### src/rtl/la_clkdiv_pkg.sv
// la_clkdiv_pkg
//   Shared definitions for the programmable integer clock divider.
//   - la_clkdiv_state_e : divider FSM state encoding
//   - LA_CLKDIV_MIN_RATIO : smallest divide ratio ever used; requests of
//     0 or 1 are promoted to this value
package la_clkdiv_pkg;

  typedef enum logic {
    LA_CLKDIV_IDLE = 1'b0,
    LA_CLKDIV_RUN  = 1'b1
  } la_clkdiv_state_e;

  localparam int unsigned LA_CLKDIV_MIN_RATIO = 2;

endpackage : la_clkdiv_pkg

### src/rtl/la_clkdiv.sv
// la_clkdiv
//   Programmable integer clock divider producing a registered, glitch-free
//   divided clock. Start, stop and ratio changes are only honoured at period
//   boundaries, so clkout never carries a runt pulse (except on reset).
//
//   Ports
//     clk     : reference clock, all state changes on its rising edge
//     reset   : synchronous, active-high reset
//     en      : run request, sampled at period boundaries (and in IDLE)
//     div     : requested divide ratio; 0 and 1 are treated as 2
//     clkout  : divided clock, straight from a flop
//     rise    : one-cycle pulse aligned with the first high cycle of clkout
//     active  : high while the divider is running
//     div_ack : one-cycle pulse when a different ratio is loaded
//
//   state | meaning
//   ------+-------------------------------------------------------------
//   IDLE  | stopped, clkout low, cnt held at 0, waiting for en
//   RUN   | dividing; cnt walks 0..R-1, clkout high for cnt < ceil(R/2)
module la_clkdiv
  import la_clkdiv_pkg::*;
#(
  parameter int unsigned DIVW = 8,
  parameter string       PROP = "DEFAULT"
) (
  input  logic            clk,
  input  logic            reset,
  input  logic            en,
  input  logic [DIVW-1:0] div,
  output logic            clkout,
  output logic            rise,
  output logic            active,
  output logic            div_ack
);

  localparam logic [DIVW-1:0] ONE   = DIVW'(1);
  localparam logic [DIVW-1:0] MIN_R = DIVW'(LA_CLKDIV_MIN_RATIO);

  la_clkdiv_state_e state_q, state_d;

  logic [DIVW-1:0] ratio_q, ratio_d;
  logic [DIVW-1:0] cnt_q, cnt_d;
  logic            clkout_q, clkout_d;
  logic            rise_q, rise_d;
  logic            active_q, active_d;
  logic            div_ack_q, div_ack_d;

  logic [DIVW-1:0] div_clamped;
  logic [DIVW:0]   high_cnt;
  logic [DIVW:0]   cnt_inc;
  logic            at_boundary;
  logic            start_period;

  // ratio_q only ever holds clamped values, so it is already max(ratio, 2).
  assign div_clamped = (div < MIN_R) ? MIN_R : div;

  // One extra bit so (R+1) cannot overflow at the largest ratio.
  assign high_cnt    = ({1'b0, ratio_q} + {{DIVW{1'b0}}, 1'b1}) >> 1;
  assign cnt_inc     = {1'b0, cnt_q} + {{DIVW{1'b0}}, 1'b1};
  assign at_boundary = (cnt_q == (ratio_q - ONE));

  // State register plus the registered outputs and datapath.
  always_ff @(posedge clk) begin
    if (reset) begin
      state_q   <= LA_CLKDIV_IDLE;
      ratio_q   <= MIN_R;
      cnt_q     <= '0;
      clkout_q  <= 1'b0;
      rise_q    <= 1'b0;
      active_q  <= 1'b0;
      div_ack_q <= 1'b0;
    end else begin
      state_q   <= state_d;
      ratio_q   <= ratio_d;
      cnt_q     <= cnt_d;
      clkout_q  <= clkout_d;
      rise_q    <= rise_d;
      active_q  <= active_d;
      div_ack_q <= div_ack_d;
    end
  end

  // Next-state logic.
  always_comb begin
    state_d = state_q;
    case (state_q)
      LA_CLKDIV_IDLE: begin
        if (en) state_d = LA_CLKDIV_RUN;
      end
      LA_CLKDIV_RUN: begin
        // en is only looked at on the last cycle of a period.
        if (at_boundary && !en) state_d = LA_CLKDIV_IDLE;
      end
      default: state_d = LA_CLKDIV_IDLE;
    endcase
  end

  // Next values of the counter, ratio register and registered outputs.
  always_comb begin
    ratio_d      = ratio_q;
    cnt_d        = cnt_q;
    clkout_d     = clkout_q;
    rise_d       = 1'b0;
    div_ack_d    = 1'b0;
    start_period = 1'b0;

    case (state_q)
      LA_CLKDIV_IDLE: begin
        cnt_d    = '0;
        clkout_d = 1'b0;
        if (en) start_period = 1'b1;
      end
      LA_CLKDIV_RUN: begin
        if (!at_boundary) begin
          cnt_d    = cnt_q + ONE;
          clkout_d = (cnt_inc < high_cnt);
        end else if (!en) begin
          // clkout is already low here because R-1 >= ceil(R/2).
          cnt_d    = '0;
          clkout_d = 1'b0;
        end else begin
          start_period = 1'b1;
        end
      end
      default: begin
        cnt_d    = '0;
        clkout_d = 1'b0;
      end
    endcase

    // A new period always begins with a high cycle and a freshly sampled div.
    if (start_period) begin
      ratio_d   = div_clamped;
      div_ack_d = (div_clamped != ratio_q);
      cnt_d     = '0;
      clkout_d  = 1'b1;
      rise_d    = 1'b1;
    end
  end

  assign active_d = (state_d == LA_CLKDIV_RUN);

  assign clkout  = clkout_q;
  assign rise    = rise_q;
  assign active  = active_q;
  assign div_ack = div_ack_q;

endmodule : la_clkdiv

### config.mk
export PLATFORM = sky130hd
export DESIGN_NAME = la_clkdiv
export DESIGN_NICKNAME = d
export VERILOG_FILES = /design/src/rtl/la_clkdiv_pkg.sv /design/src/rtl/la_clkdiv.sv
export SDC_FILE = /design/constraint.sdc
export NUM_CORES = 1
export LEC_CHECK = 0
export CAP_MARGIN = 20
export CORE_UTILIZATION = 35
export CTS_CLUSTER_DIAMETER = 120
export DETAILED_ROUTE_END_ITERATION = 10
export PLACE_DENSITY = 0.61
export SLEW_MARGIN = 10
export SYNTH_ARGS = -nofsm -noshare
export SYNTH_HDL_FRONTEND = slang
export SYNTH_SLANG_ARGS = --single-unit
### constraint.sdc
create_clock -name clk -period 2.2 [get_ports clk]
set_input_delay 0.55 -clock clk [delete_from_list [all_inputs] [get_ports clk]]
set_output_delay 0.55 -clock clk [all_outputs]
set_load 0.05 [all_outputs]
==> out/results.ini <==
[status]
outcome = complete, no violations

[placement]
dpl.hpwl_um = 2880
place_congestion = 0.850
placedInstanceArea_um2 = 1860
portBuffers = 14
place_ws_ps = -69.1

[timing]
holdWs_ps = 604
worst_slew_pin_slew_ps = 495
relSlewSlack_pct = 66.9
rsz0062_at_grt = yes
max_freq_ghz = 0.458
finalHoldViolations = 0
drv_slew = 0
setup_violations = 0
finalClockSkew_ps = 5.51
tns_ps = 0
fin_ws_ps = 15.7
post-route-period-util_pct = 99.3
period_needed_ps = 2180

[power_and_ir_drop]
powerDensity_nw_per_um2 = 610
pwr-share-clk_pct = 29.1
combPwrFrac_pct = 38.1
ir_worst_vdd_mv = 0.349
switching_share_pct = 31.6
p_leak_uw = 0.000844
p_sw_uw = 403
internal-power_uw = 874
power_frac_seq_pct = 32.8

[setup_path]
crit_arrival_ps = 2350
end_kind = register
cp_max_fo = 7
crit_path_start_kind = register
critPathKind = register to register
required_ps = 2360
r2r_slack_ps = 20
r2r-start = ratio_q[0]
rr_endpoint = ratio_q[7]
slowest_delay_ps = 390
r2r_cells = 9
critical_path.slowest_cell = dfxtp_4
crit_chain = inv_4, ha_4, o21ba_1, a221oi_2, a41oi_2, o41ai_4, buf_4, a311oi_2, a31o_2

[floorplan]
start_util_pct = 37.1
dieArea_um2 = 4570
fp.dieH_um = 67.6
rows = 23
io_pins = 15
die_x_um = 67.6
core-area_um2 = 4060

[synthesis]
synth-warning-count = 0
ys.flop_type = dfxtp_1
synth_top_family_by_area = compound AO/OA/AOI/OAI gates
synth_compound_area_share_pct = 20.8
yosysUniqueCellTypes = 46
ys_ff_latch = 20
synth-simple-area-share_pct = 18.0
synthXorXnorAreaFrac_pct = 17.5
syn_area_per_cell_um2 = 8.85
synth-edff-count = 0
syn_area_um2 = 1510
syn_inst = 170
async_flop_share_pct = 0
synth_mux_area_share_pct = 0.665
synth_fa_ha_area_share_pct = 8.31
seq_area_frac_synth_pct = 26.6
synth_nets = 191

[clocking]
cts-root-buf = clkbuf_8
clk_latency_ps = 260
cts_num_sinks = 20
cts_made_buffers = 3
ctsHoldBuffers = 0
cts_buffer_depth = 2
h-tree-depth = 1
clk_pin_slew_ps = 80
tritoncts = done

[min_path]
min_from = cnt_q[0]
holdPathStages = 2
min-delay-path-class = register to register
hold_end = cnt_q[0]

[job]
cap_violations = 0

[global_routing]
gr-usage-all-layers_pct = 18.0
grt_max_degree = 13
met1_usage_pct = 21.9
grtUsageMet2_pct = 29.0
grt-busiest-layer = met2
grt_pass1_wl_um = 6090
grtUsageMet3_pct = 4.39
grt_pass1_vias = 1335
antenna_found_initial = 0
overflow = 0

[final_layout]
fin_area_um2 = 2100
antenna_cells = 0
syn_to_final_growth_pct = 39.2
drive_gt1_share_pct = 31.6
layout.nets = 231
post-route-util_pct = 51.6

[drt]
dr.pass1.iters = 5
wl_per_cell_um = 14.6
antenna_left = 0
initialDrtViolationCount = 46
route.detailed.drc = 0
vias = 1370
post_drt_via_cell_ratio = 5.29
routed_wl_um = 3780

==> worst max-delay path: cells and delay by family, from the launching register on <==
kind | cells | cell delay (ps)
AO/OA/AOI/OAI | 6 | 1210
adder cells (fa/ha/maj) | 1 | 190
buffers and inverters | 2 | 280
flip-flops | 1 | 390
==> state kept, by name (all words and copies together), names as in the netlist <==
name / count
cnt_q: 8
clkout: 1
rise: 1
div_ack: 1
ratio_q: 8
active: 1
==> through the flow <==
step	total power, uW	cells
after floorplan	711	170
after global placement	851	250
after detailed placement	861	250
after CTS	1240	254
after global routing	1350	259
final	1280	259
==> cells in the mapped netlist, types with 4 or more instances <==
| cell | instances | area [um2] |
|---|---|---|
| a311oi_1 | 6 | 52.6 |
| a31o_1 | 5 | 43.8 |
| and3_1 | 5 | 31.3 |
| buf_6 | 4 | 45.0 |
| dfxtp_1 | 20 | 400 |
| ha_1 | 10 | 125 |
| inv_1 | 12 | 45.0 |
| nand2_1 | 9 | 33.8 |
| nand3_1 | 8 | 40.0 |
| nor2_1 | 10 | 37.5 |
| nor2b_1 | 6 | 37.5 |
| xnor2_1 | 20 | 175 |
| xor2_1 | 10 | 87.6 |
==> how the worst max path moves through the flow <==
stage	depth (start not counted)	startpoint	end	slack, ps
2_1_floorplan	11	ratio_q[0]	ratio_q[1]	-80
3_3_place_gp	10	ratio_q[1]	clkout	-3
3_5_place_dp	10	ratio_q[1]	clkout	-70
4_1_cts	10	ratio_q[0]	clkout	-20
5_1_grt	10	ratio_q[1]	clkout	-90
6_report	9	ratio_q[0]	ratio_q[7]	20
==> layer usage <==
| layer | share of wire (%) | vias up |
|---|---|---|
| met2 | 48 | 34 |
| met5 | 0 | - |
| met1 | 46 | 642 |
| met3 | 3.8 | 9 |
| met4 | 2.6 | 0 |
| li1 | - | 685 |
==> logic make-up (layout without fill, tap and decap cells) <==
group                      count (synthesis)  in the layout
AOI/OAI and AO/OA                         35             35
buffers and inverters                     24             63
DFF                                       20             20
muxes                                      1              1
xor gates and xnor gates                  30             30
adders and majority gates                 10             10
and+or+nand+nor                           50             50
==> cell type report <==
type                            instances  area (um2)
Tap cell                               50        62.6
Fill cell                             353        1960
Clock buffer                            3        41.3
Timing Repair Buffer                   47         392
Inverter                               12        50.0
Multi-Input combinational cell        126        1110
Sequential cell                        20         410
Clock inverter                          1        30.0
==> what timing repair did <==
action / in CTS / in global routing
cloned: 0 / 0
gates resized for setup: 4 / 23
buffers inserted: 0 / 5
setup endpoints to repair: 3 / 19
pin swaps: 0 / 11
==> placed cells by master, fill, tap and decap left out, drive strengths merged, types with 8 or more instances in the layout <==
master	Yosys	routed
nand2	9	9
buf	8	33
xnor2	20	20
dfxtp	20	20
xor2	10	10
nor2	10	10
nand3	8	8
inv	12	12
ha	10	10
clkdlybuf4s50	0	14
==> power by group through the flow <==
stage / clock network [uW] / logic [uW] / registers (uW)
3_3_place_gp: 0 / 428 / 423
2_1_floorplan: 0 / 260 / 451
5_1_grt: 399 / 525 / 425
6_report: 372 / 487 / 420
3_5_place_dp: 0 / 435 / 425
4_1_cts: 379 / 443 / 417
Note: power is estimated with default switching activity, not from simulation.
